File: config.mk
export PLATFORM = sky130hd
export DESIGN_NAME = scs8hd_o21a_bist
export DESIGN_NICKNAME = d
export VERILOG_FILES = /design/src/rtl/scs8hd_o21a_bist.sv
export SDC_FILE = /design/constraint.sdc
export NUM_CORES = 1
export LEC_CHECK = 0
export ABC_AREA = 0
export BUFFER_PORTS_ARGS = -buffer_cell sky130_fd_sc_hd__buf_2
export CAP_MARGIN = 0
export CELL_PAD_IN_SITES_DETAIL_PLACEMENT = 1
export CELL_PAD_IN_SITES_GLOBAL_PLACEMENT = 1
export CORE_AREA = 10 10 72 74
export DETAILED_ROUTE_END_ITERATION = 10
export DIE_AREA = 0 0 82 84
export PLACE_DENSITY_LB_ADDON = 0.1
export SLEW_MARGIN = 0
export SYNTH_ARGS = -nofsm -noshare
export SYNTH_HDL_FRONTEND = slang
export SYNTH_SLANG_ARGS = --single-unit
File: constraint.sdc
create_clock -name CLK -period 2.3 [get_ports CLK]
set_input_delay 0.46 -clock CLK [delete_from_list [all_inputs] [get_ports CLK]]
set_output_delay 0.46 -clock CLK [all_outputs]
set_load 0.01 [all_outputs]
File: src/rtl/scs8hd_o21a_bist.sv
`default_nettype none
// ============================================================================
//  Module      : scs8hd_o21a_bist
//  Description : Exhaustive built-in self test for an o21a-class cell,
//                X = (A1 | A2) & B1. Walks all eight {A1,A2,B1} vectors,
//                waits SETTLE cycles per vector, then samples the cell
//                response and counts mismatches.
//  Revision    : 1.0 - initial release
// ============================================================================
module scs8hd_o21a_bist #(
  parameter int unsigned SETTLE = 2          // legal range 1..15
) (
  input  logic       CLK,
  input  logic       RESET,
  input  logic       START,
  input  logic       DUT_X,
  output logic       A1_O,
  output logic       A2_O,
  output logic       B1_O,
  output logic       BUSY,
  output logic       DONE,
  output logic       PASS,
  output logic [3:0] ERR_CNT,
  output logic [2:0] FAIL_VEC
);

  typedef enum logic [1:0] {
    S_IDLE   = 2'd0,
    S_SETTLE = 2'd1,
    S_SAMPLE = 2'd2,
    S_FIN    = 2'd3
  } state_t;

  localparam logic [3:0] C_RELOAD  = 4'(SETTLE - 1);
  localparam logic [2:0] C_LAST    = 3'd7;
  localparam logic [3:0] C_ERR_MAX = 4'd15;

  state_t     state_q;
  logic [2:0] vec_q;
  logic [3:0] cnt_q;
  logic [3:0] err_cnt_q;
  logic [2:0] fail_vec_q;
  logic       busy_q;
  logic       done_q;
  logic       pass_q;

  logic       w_exp;
  logic       w_match;
  logic [3:0] w_err_next;

  // Expected cell response and compare; an X/Z response fails the equality
  // test, so it falls through as a mismatch.
  always_comb begin
    w_exp   = (vec_q[2] | vec_q[1]) & vec_q[0];
    w_match = 1'b0;
    if (DUT_X == w_exp) begin
      w_match = 1'b1;
    end
    w_err_next = (err_cnt_q == C_ERR_MAX) ? err_cnt_q : err_cnt_q + 4'd1;
  end

  // Test sequencer: start, per-vector settle wait, sample, and finish.
  always_ff @(posedge CLK) begin
    if (RESET) begin
      state_q    <= S_IDLE;
      vec_q      <= 3'd0;
      cnt_q      <= 4'd0;
      err_cnt_q  <= 4'd0;
      fail_vec_q <= 3'd0;
      busy_q     <= 1'b0;
      done_q     <= 1'b0;
      pass_q     <= 1'b0;
    end else begin
      case (state_q)
        S_IDLE, S_FIN: begin
          if (START) begin
            state_q    <= S_SETTLE;
            vec_q      <= 3'd0;
            cnt_q      <= C_RELOAD;
            err_cnt_q  <= 4'd0;
            fail_vec_q <= 3'd0;
            busy_q     <= 1'b1;
            done_q     <= 1'b0;
            pass_q     <= 1'b0;
          end
        end
        S_SETTLE: begin
          if (cnt_q == 4'd0) begin
            state_q <= S_SAMPLE;
          end else begin
            cnt_q <= cnt_q - 4'd1;
          end
        end
        S_SAMPLE: begin
          if (!w_match) begin
            err_cnt_q <= w_err_next;
            if (err_cnt_q == 4'd0) begin
              fail_vec_q <= vec_q;
            end
          end
          if (vec_q == C_LAST) begin
            state_q <= S_FIN;
            busy_q  <= 1'b0;
            done_q  <= 1'b1;
            // The final sample must also be clean for a pass.
            pass_q  <= w_match && (err_cnt_q == 4'd0);
          end else begin
            vec_q   <= vec_q + 3'd1;
            cnt_q   <= C_RELOAD;
            state_q <= S_SETTLE;
          end
        end
        default: begin
          state_q <= S_IDLE;
        end
      endcase
    end
  end

  assign A1_O     = vec_q[2];
  assign A2_O     = vec_q[1];
  assign B1_O     = vec_q[0];
  assign BUSY     = busy_q;
  assign DONE     = done_q;
  assign PASS     = pass_q;
  assign ERR_CNT  = err_cnt_q;
  assign FAIL_VEC = fail_vec_q;

endmodule
`default_nettype wire

==> impl_metrics.yaml <==
timing:
  fin_worst_skew_ns: 0.00789
  setup_viol: 0
  holdWs_ns: 0.477
  rsz0062_at_grt: "no"
  tightest_slew_ns: 0.581
  period_needed_ns: 2.03
  slew_violations: 0
  finalCritPeriodShare: 0.883
  relSlewSlack: 0.610
  tns_ns: 0
  hold_viol: 0
  fmax_mhz: 493
clocking:
  cts_sinks: 19
  ctsHoldBuffers: 0
  cts_max_path_buffers: 2
  numCtsBuffers: 3
  post_cts_resized: 0
  h-tree-depth: 1
  root_buffer: "clkbuf_8"
  cts_setup_buffers: 0
  path_clk_slew_ns: 0.08
  cts_tree: "built"
  clkLatencyLatePin_ns: 0.26
placement:
  io_buffers: 16
  placed_area_sq_mm: 0.00127
  dp_hpwl_microns: 2380
  dp.cells: 202
  place.gp.congestion: 0.722
finish:
  fin_area_sq_mm: 0.00132
  num_antenna_cells: 0
  final_cells: 206
  syn_to_final_growth_pct: 17.7
  mostFrequentLayoutCells: "dfxtp_1, buf_2, nor2_1, a21oi_1, nand2_1"
  drive_gt1_frac: 0.160
  finalNetCount: 169
  layout_commonest_cell: "dfxtp_1"
synth:
  synthesis.nets: 149
  netlist_instances: 137
  ys.flop_type: "dfxtp_1"
  synth_edf_count: 0
  syn_area_sq_mm: 0.00112
  ys_seq_area_frac: 0.339
  async_flop_share: 0
  ys_types: 41
  ys_ff_latch: 19
  synth_area_per_cell_sq_um: 8.18
  synth_warnings: 0
critical_path:
  max_stage_delay_ns: 0.51
  crit_path_cell_trace: "inv_1 -> ha_1 -> mux2i_1 -> a41o_1 -> or4_1 -> a31oi_1"
  crit_path_max_fanout: 7
  criticalPathCategory: "reg -> reg"
  end_kind: "flop"
  crit_slowest_cell: "or4_1"
  crit_arrival_ns: 2.22
  critPathRequiredTime_ns: 2.49
  start_kind: "flop"
routing:
  vias_per_cell: 5.14
  drc: 0
  dr.first_iter.drc_count: 47
  wire_per_inst_microns: 15.3
  ant_nets: 0
  via_count: 1059
  dr.pass1.iters: 4
  wirelength_microns: 3150
grt:
  use_met3: 0.0313
  antenna_found_initial: 0
  grt_pass1_wl_microns: 5470
  use_met1: 0.124
  met2_usage: 0.144
  busiest_layer: "met2"
  grt_max_degree: 24
  gr-total-overflow: 0
  track_usage: 0.0980
  grt_pass1_vias: 1104
power:
  leakage_uw: 0.000524
  power_density_mw_per_mm2: 640
  ir_drop_mv: 0.189
  power.total_uw: 845
die:
  io_pins: 17
  num_rows: 23
  die-area_sq_mm: 0.00689
  initial_core_util: 0.291
  die_h_microns: 84
  dieWidth_microns: 82
  core_area_sq_mm: 0.00386
run_status:
  outcome: "finished, final reports clean"
hold_path:
  hp-class: "reg -> reg"
run:
  drv_cap: 0
sequential cells by signal, indices dropped and copies added (netlist names):
signal    count
ERR_CNT       4
cnt_q         4
state_q       2
BUSY          1
vec_q         3
DONE          1
PASS          1
FAIL_VEC      3
synth_stat cells (all sizes together) (4+ instances only):
cell type | number | share of area
nand3 | 4 | 0.018
dfxtp | 19 | 0.34
o21ai | 7 | 0.031
nand2 | 11 | 0.037
nand2b | 4 | 0.022
ha | 8 | 0.089
a21oi | 11 | 0.049
nor2 | 12 | 0.040
clkbuf | 5 | 0.017
inv | 9 | 0.030
path summary, 6_finish.rpt:
kind | startpoint | endpoint | slack (ns) | cells after the start
worst max-delay path | state_q[0]$_SDFFE_PP0P_ | ERR_CNT[3]$_SDFFE_PP0P_ | 0.27 | 6
worst min-delay path | PASS$_SDFFE_PP0P_ | PASS$_SDFFE_PP0P_ | 0.48 | 2
worst max register to register | state_q[0]$_SDFFE_PP0P_ | ERR_CNT[3]$_SDFFE_PP0P_ | 0.27 | 6
worst min register to register | PASS$_SDFFE_PP0P_ | PASS$_SDFFE_PP0P_ | 0.48 | 2
power breakdown:
part / total (uW) / leakage, uW / internal (uW) / switching [uW]
combinational: 241 / 0.000347 / 94.9 / 146
clock: 243 / 0.0000228 / 124 / 120
sequential: 360 / 0.000154 / 346 / 14.3
total: 845 / 0.000524 / 564 / 281
stage by stage:
stage / setup WS (ns) / util
after floorplan: 0.354 / -
after global placement: 0.364 / 0.331
after detailed placement: 0.308 / 0.331
after CTS: 0.280 / 0.342
after global routing: 0.172 / 0.342
final: 0.270 / 0.342
layout make-up:
| type | count | area [sq um] |
|---|---|---|
| fill | 486 | 2540 |
| multi-input combinational | 104 | 688 |
| sequential | 19 | 380 |
| timing repair buffer | 20 | 110 |
| tap | 50 | 62.6 |
| clock buffer | 4 | 45.0 |
| inverter | 9 | 33.8 |
cells by family after synthesis:
kind of cell,Yosys count,share of synthesized area
muxes,1,0.00893
AOI/OAI and AO/OA,39,0.227
DFF,19,0.339
buffers and inverters,14,0.0469
adders and majority gates,8,0.0893
and+or+nand+nor,53,0.266
xor gates and xnor gates,3,0.0234
metal layers:
metal,vias to the layer above,wire length (microns)
met5,-,0
met4,0,56
met3,5,202
met2,17,1370
met1,503,1520
li1,534,-
worst max-delay path, delay by kind of cell, from the launching register on:
| family | cells | cell delay [ns] |
|---|---|---|
| multiplexers | 1 | 0.17 |
| AO/OA/AOI/OAI | 2 | 0.45 |
| AND/OR/NAND/NOR | 1 | 0.51 |
| flip-flops | 1 | 0.39 |
| adder cells (fa/ha/maj) | 1 | 0.38 |
| buffers and inverters | 1 | 0.06 |
Note: power is estimated with default switching activity, not from simulation.
